### src/rtl/alu_pkg.sv
// alu_pkg: opcode encoding and FSM state encoding shared by the alu_seq files.
package alu_pkg;
  localparam logic [2:0] OP_LDA = 3'b000;
  localparam logic [2:0] OP_ADD = 3'b001;
  localparam logic [2:0] OP_SUB = 3'b010;
  localparam logic [2:0] OP_AND = 3'b011;
  localparam logic [2:0] OP_XOR = 3'b100;
  localparam logic [2:0] OP_SHL = 3'b101;
  localparam logic [2:0] OP_SHR = 3'b110;
  localparam logic [2:0] OP_MUL = 3'b111;
  typedef enum logic [1:0] {ST_IDLE, ST_MUL, ST_DONE} state_t;
endpackage

### src/rtl/alu_seq_if.sv
// alu_seq_if: request/result bundle between the ALU stage and its requester/accumulator.
interface alu_seq_if #(parameter int DATA_WIDTH = 8, parameter int OP_WIDTH = 3);
  logic start;
  logic [OP_WIDTH-1:0] opcode;
  logic [DATA_WIDTH-1:0] acc_in;
  logic [DATA_WIDTH-1:0] data_in;
  logic [DATA_WIDTH-1:0] alu_out;
  logic ld_ac;
  logic zero;
  logic carry;
  logic busy;
  modport master(output start, opcode, acc_in, data_in, input alu_out, ld_ac, zero, carry, busy);
  modport slave(input start, opcode, acc_in, data_in, output alu_out, ld_ac, zero, carry, busy);
endinterface

### src/rtl/shift_add_mul.sv
// shift_add_mul: iterative unsigned multiplier, one shift-add step per clock, DATA_WIDTH steps.
module shift_add_mul #(parameter int DATA_WIDTH = 8) (
  input  logic clk,
  input  logic n_rst,
  input  logic load,
  input  logic [DATA_WIDTH-1:0] a,
  input  logic [DATA_WIDTH-1:0] b,
  output logic [2*DATA_WIDTH-1:0] product,
  output logic done
);
  localparam int CW = $clog2(DATA_WIDTH);
  logic [2*DATA_WIDTH-1:0] mcand, acc, acc_nxt;
  logic [DATA_WIDTH-1:0] mplier;
  logic [CW-1:0] cnt;
  logic run;
  assign acc_nxt = acc + (mplier[0] ? mcand : '0);
  // done and product look one step ahead so the caller can register the result on the final edge
  assign done = run && cnt == CW'(DATA_WIDTH - 1);
  assign product = acc_nxt;
  always_ff @(posedge clk) begin
    if (!n_rst) begin
      run <= 1'b0;
      cnt <= '0;
      acc <= '0;
      mcand <= '0;
      mplier <= '0;
    end else if (load) begin
      run <= 1'b1;
      cnt <= '0;
      acc <= '0;
      mcand <= {{DATA_WIDTH{1'b0}}, a};
      mplier <= b;
    end else if (run) begin
      acc <= acc_nxt;
      mcand <= mcand << 1;
      mplier <= mplier >> 1;
      cnt <= cnt + 1'b1;
      run <= !done;
    end
  end
endmodule

### src/rtl/alu_seq.sv
// alu_seq: multi-cycle ALU stage feeding the accumulator (result + one-cycle ld_ac strobe).
// Define ALU_MUL_EN to build the shift-add MUL; otherwise opcode 111 passes A through in one cycle.
module alu_seq import alu_pkg::*; #(
  parameter int DATA_WIDTH = 8,
  parameter int OP_WIDTH = 3
) (
  input logic clk,
  input logic n_rst,
  alu_seq_if.slave bus
);
  localparam int W = DATA_WIDTH;
  state_t state, state_nxt;
  logic accept, wr, mul_go, mul_done;
  logic [2*W-1:0] product;
  logic [W:0] res, res_d;
  logic [W-1:0] a, b, alu_out;
  logic zero, carry;
  assign a = bus.acc_in;
  assign b = bus.data_in;
  assign accept = bus.start && state != ST_MUL;
`ifdef ALU_MUL_EN
  assign mul_go = accept && bus.opcode == OP_MUL;
  shift_add_mul #(.DATA_WIDTH(W)) u_mul (
    .clk(clk), .n_rst(n_rst), .load(mul_go), .a(a), .b(b), .product(product), .done(mul_done)
  );
  assign bus.busy = state == ST_MUL;
`else
  assign mul_go = 1'b0;
  assign mul_done = 1'b0;
  assign product = '0;
  assign bus.busy = 1'b0;
`endif
  // bit W of res carries the carry/borrow flag of the single-cycle ops
  always_comb begin
    res = {1'b0, b};
    case (bus.opcode)
      OP_ADD: res = {1'b0, a} + {1'b0, b};
      OP_SUB: res = {1'b0, a} - {1'b0, b};
      OP_AND: res = {1'b0, a & b};
      OP_XOR: res = {1'b0, a ^ b};
      OP_SHL: res = {a, 1'b0};
      OP_SHR: res = {a[0], 1'b0, a[W-1:1]};
      OP_MUL: res = {1'b0, a};
      default: ;
    endcase
  end
  assign res_d = mul_done ? {|product[2*W-1:W], product[W-1:0]} : res;
  assign wr = (accept && !mul_go) || mul_done;
  always_comb begin
    state_nxt = state == ST_DONE ? ST_IDLE : state;
    if (accept) state_nxt = mul_go ? ST_MUL : ST_DONE;
    else if (mul_done) state_nxt = ST_DONE;
  end
  always_ff @(posedge clk) begin
    if (!n_rst) begin
      state <= ST_IDLE;
      alu_out <= '0;
      zero <= 1'b0;
      carry <= 1'b0;
    end else begin
      state <= state_nxt;
      if (wr) begin
        alu_out <= res_d[W-1:0];
        zero <= res_d[W-1:0] == '0;
        carry <= res_d[W];
      end
    end
  end
  assign bus.alu_out = alu_out;
  assign bus.zero = zero;
  assign bus.carry = carry;
  assign bus.ld_ac = state == ST_DONE;
endmodule

### src/flat_wrapper.sv
// flat-port wrapper written by rule: the top's interface ports become plain ports
module alu_seq_flat import alu_pkg::*;
#(
  parameter int DATA_WIDTH = 8,
  parameter int OP_WIDTH = 3
)
  (clk, n_rst, bus_start, bus_opcode, bus_acc_in, bus_data_in, bus_alu_out, bus_ld_ac, bus_zero, bus_carry, bus_busy);
  alu_seq_if #(.DATA_WIDTH(DATA_WIDTH), .OP_WIDTH(OP_WIDTH)) bus_i ();
  input logic clk;
  input logic n_rst;
  input wire logic [$bits(bus_i.start)-1:0] bus_start;
  input wire logic [$bits(bus_i.opcode)-1:0] bus_opcode;
  input wire logic [$bits(bus_i.acc_in)-1:0] bus_acc_in;
  input wire logic [$bits(bus_i.data_in)-1:0] bus_data_in;
  output wire logic [$bits(bus_i.alu_out)-1:0] bus_alu_out;
  output wire logic [$bits(bus_i.ld_ac)-1:0] bus_ld_ac;
  output wire logic [$bits(bus_i.zero)-1:0] bus_zero;
  output wire logic [$bits(bus_i.carry)-1:0] bus_carry;
  output wire logic [$bits(bus_i.busy)-1:0] bus_busy;
  assign bus_i.start = bus_start;
  assign bus_i.opcode = bus_opcode;
  assign bus_i.acc_in = bus_acc_in;
  assign bus_i.data_in = bus_data_in;
  assign bus_alu_out = bus_i.alu_out;
  assign bus_ld_ac = bus_i.ld_ac;
  assign bus_zero = bus_i.zero;
  assign bus_carry = bus_i.carry;
  assign bus_busy = bus_i.busy;
  alu_seq #(.DATA_WIDTH(DATA_WIDTH), .OP_WIDTH(OP_WIDTH)) u_core (.clk(clk), .n_rst(n_rst), .bus(bus_i));
endmodule
### config.mk
export PLATFORM = sky130hd
export DESIGN_NAME = alu_seq_flat
export DESIGN_NICKNAME = d
export VERILOG_FILES = /design/src/rtl/alu_pkg.sv /design/src/rtl/alu_seq_if.sv /design/src/rtl/shift_add_mul.sv /design/src/rtl/alu_seq.sv /design/src/flat_wrapper.sv
export SDC_FILE = /design/constraint.sdc
export NUM_CORES = 1
export LEC_CHECK = 0
export CORE_MARGIN = 5
export CORE_UTILIZATION = 45
export DETAILED_ROUTE_END_ITERATION = 10
export GPL_ROUTABILITY_DRIVEN = 1
export PLACE_DENSITY = 0.74
export RECOVER_POWER = 50
export REMOVE_ABC_BUFFERS = 1
export SETUP_SLACK_MARGIN = 0.2
export SYNTH_ARGS = -nofsm -noshare
export SYNTH_HDL_FRONTEND = slang
export SYNTH_HIERARCHICAL = 1
export SYNTH_SLANG_ARGS = --single-unit
### constraint.sdc
create_clock -name clk -period 4.55 [get_ports clk]
set_clock_uncertainty 0.2 [all_clocks]
set_input_delay 0.91 -clock clk [delete_from_list [all_inputs] [get_ports clk]]
set_output_delay 0.91 -clock clk [all_outputs]
set_load 0.01 [all_outputs]
==> impl_metrics.yaml <==
timing:
  timing.fmax_mhz: 257.7
  hold_viol: 0
  setup_total_negative_slack_ps: 0
  timing.final.max_slew_violations: 0
  min_period_over_period_pct: 85.30
  setup_viol: 0
  finalWorstPathRequiredPeriod_ps: 3881
  unrepaired_setup_endpoints_after_global_routing: "no"
  slew_headroom_pct: 56.33
  worstMarginPinSlew_ps: 655.0
final_layout:
  finish.instance_area_sq_um: 2051
  drive_gt1_share_pct: 9.796
  n_antenna_cell: 0
  finish.net_count: 286
  layout_area_growth_over_synthesis_pct: 24.64
  final_common_cell: "nor2_1"
  fillerInstances: 337
  most-common-layout-cells: "nor2_1, clkdlybuf4s50_1, ha_1"
die:
  chipHeight_um: 70.47
  ios: 34
  core_sq_um: 3606
  rows: 22
  fp.dieArea_sq_um: 4965
  initial_core_util_pct: 45.63
  die_width_um: 70.47
routing:
  ant_nets: 0
  routedWlPerCell_um: 15.35
  drt-pass1-iter-count: 4
  drcViolationCount: 0
  drt_wl_total_um: 4499
  detail_route.iter0.violations: 136
  vias_per_cell: 5.816
  vias: 1704
clock_tree:
  cts_buffers: 3
  resized_gates_after_cts: 0
  cts_sinks: 11
  tritoncts: "done"
  path_clk_slew_ps: 50
  cts_setup_buffers: 0
  hold_fix_buffers_at_cts: 0
  clkLatencyLatePin_ps: 240
  cts_root_buffer: "clkbuf_8"
  cts_max_level: 1
  clockBufferDepth: 2
power_and_ir_drop:
  power.sequential.fraction_pct: 25.6
  powerDensity_nw_per_um2: 204.9
  power_switching_share_pct: 36.45
  vdd_drop_max_uv: 98.25
  comb_power_share_pct: 50.9
  p_switching_uw: 153.2
  internal_power_uw: 267.1
  clockPowerShare_pct: 23.5
  total_leakage_power_nw: 0.8651
logic_synthesis:
  synth.avg_cell_area_sq_um: 7.688
  syn_inst: 214
  netlist_area_sq_um: 1645
  synth_warnings: 6
  synth.yosys.seq_area_share_pct: 13.38
  yosys_register_bits: 11
  synth_edf_count: 0
  synthDistinctLibCells: 56
  synthArstFlopShare_pct: 0
  primary_ff_master_synth: "dfxtp_1"
hold_path:
  whs_path_depth: 2
  hp-class: "register to register"
critical_path:
  timing.setup.critical_path_class: "input port to register"
  cp_data_required_time_ps: 4460
  arr_time_crit_path_ps: 3790
  critical_path.startpoint_type: "input port"
  path_max_fanout: 8
  endpoint_kind_of_the_worst_setup_timing_path: "register"
  rr_worst_depth: 3
global_route:
  gr-total-overflow: 0
  grt_pass1_wl_um: 7410
  grt_pass1_vias: 1579
  grt_max_degree: 33
  antenna_found_initial: 0
  global_route.usage.total_pct: 18.45
status:
  outcome: "finished, final reports clean"
place:
  dp_hpwl_um: 3531
  placement.cell_area_sq_um: 2009
  buffer_ports.inserted: 32
  gp_congestion: 0.9351
flow_run:
  maxCapViolCount: 0
[routing by layer]
layer	vias up	track usage, %	part of all wire, %	wire length (um)
met5	-	0	0	0
li1	848	-	-	-
met3	4	3.165	6.4	289
met4	0	4.043	0.91	41
met1	799	24.74	44	1996
met2	53	30.67	48	2172
[final cells by class]
cell class,instances,area (sq um),share of cell area (%)
Clock buffer,4,45.04,2.196
Tap cell,48,60.06,2.929
Inverter,12,45.04,2.196
Timing Repair Buffer,37,354.1,17.27
Sequential cell,11,220.2,10.74
Multi-Input combinational cell,181,1326,64.67
[power groups by stage]
stage          Combinational, mW  Clock [mW]  Sequential (mW)
6_report                   0.214      0.0988            0.107
3_3_place_gp               0.212           0            0.109
4_1_cts                    0.215       0.101            0.108
3_5_place_dp               0.214           0            0.110
5_1_grt                    0.237       0.110            0.108
2_1_floorplan              0.127           0            0.113
[flip-flops by register name (all words and copies together), names as in the netlist]
register / cells
u_core/bus.zero: 1
u_core/bus.alu_out: 8
u_core/bus.carry: 1
u_core/state: 1
[cells by family (layout without fill, tap and decap cells)]
logic type,Yosys count,after routing,synth area share (%)
AO/OA/AOI/OAI,65,65,29.43
XOR/XNOR,8,8,4.259
adder cells (fa/ha/maj),18,18,14.14
buffers and inverters,22,53,6.007
flip-flops,11,11,13.38
multiplexers,12,12,8.745
other,1,1,0.2279
AND/OR/NAND/NOR,77,77,23.80
[worst max-delay path: stages]
cell	delay, ps
clkdlybuf4s50_1	470
or2b_1	250
nor2_1	150
buf_4	190
nor2_1	60
xnor2_1	130
ha_1	360
o21a_1	150
a21bo_2	240
a211oi_1	280
nor4b_1	90
nor3_1	380
o41ai_2	140
[synthesized netlist by cell type (2+ instances only)]
master | count | area [sq um]
nand2b_1 | 4 | 25.02
a21oi_1 | 12 | 60.06
and2_1 | 2 | 12.51
nand3_1 | 6 | 30.03
o211a_1 | 2 | 20.02
o21a_1 | 3 | 22.52
a32oi_1 | 2 | 17.52
nor2b_1 | 6 | 37.54
a22o_1 | 4 | 35.03
and3_1 | 2 | 12.51
mux2_2 | 5 | 56.30
nor3_1 | 5 | 25.02
or2_2 | 6 | 37.54
nor2_1 | 27 | 101.4
mux2i_1 | 5 | 50.05
nand3b_1 | 4 | 30.03
a21boi_0 | 2 | 15.01
dfxtp_1 | 11 | 220.2
a211oi_1 | 6 | 45.04
ha_1 | 17 | 212.7
o21ai_0 | 14 | 70.07
o311ai_0 | 2 | 17.52
buf_2 | 4 | 20.02
o22ai_1 | 3 | 18.77
inv_1 | 12 | 45.04
nand2_1 | 9 | 33.78
xnor2_1 | 7 | 61.31
clkbuf_1 | 4 | 15.01
[final timing paths]
kind	from	endpoint	slack, ps
max	bus_opcode[1]	u_core/bus.zero$_SDFFE_PN0P_	670
min	u_core/bus.zero$_SDFFE_PN0P_	u_core/bus.zero$_SDFFE_PN0P_	260
max reg2reg	u_core/bus.alu_out[6]$_SDFFE_PN0P_	u_core/bus.alu_out[6]$_SDFFE_PN0P_	3550
min reg2reg	u_core/bus.zero$_SDFFE_PN0P_	u_core/bus.zero$_SDFFE_PN0P_	260
[per-stage QoR]
step                      worst slack (ps)  util (%)  cells  hold slack (ps)  total power [mW]
after floorplan                      833.2         -    204            290.6            0.2397
after global placement               456.4     55.73    289            260.2            0.3215
after detailed placement             430.3     55.73    289            255.3            0.3241
after CTS                            679.2     56.97    293            267.2            0.4242
after global routing                 457.8     56.87    293            297.6            0.4547
final                                669.1     56.87    293            257.9            0.4203
Note: power is estimated with default switching activity, not from simulation.
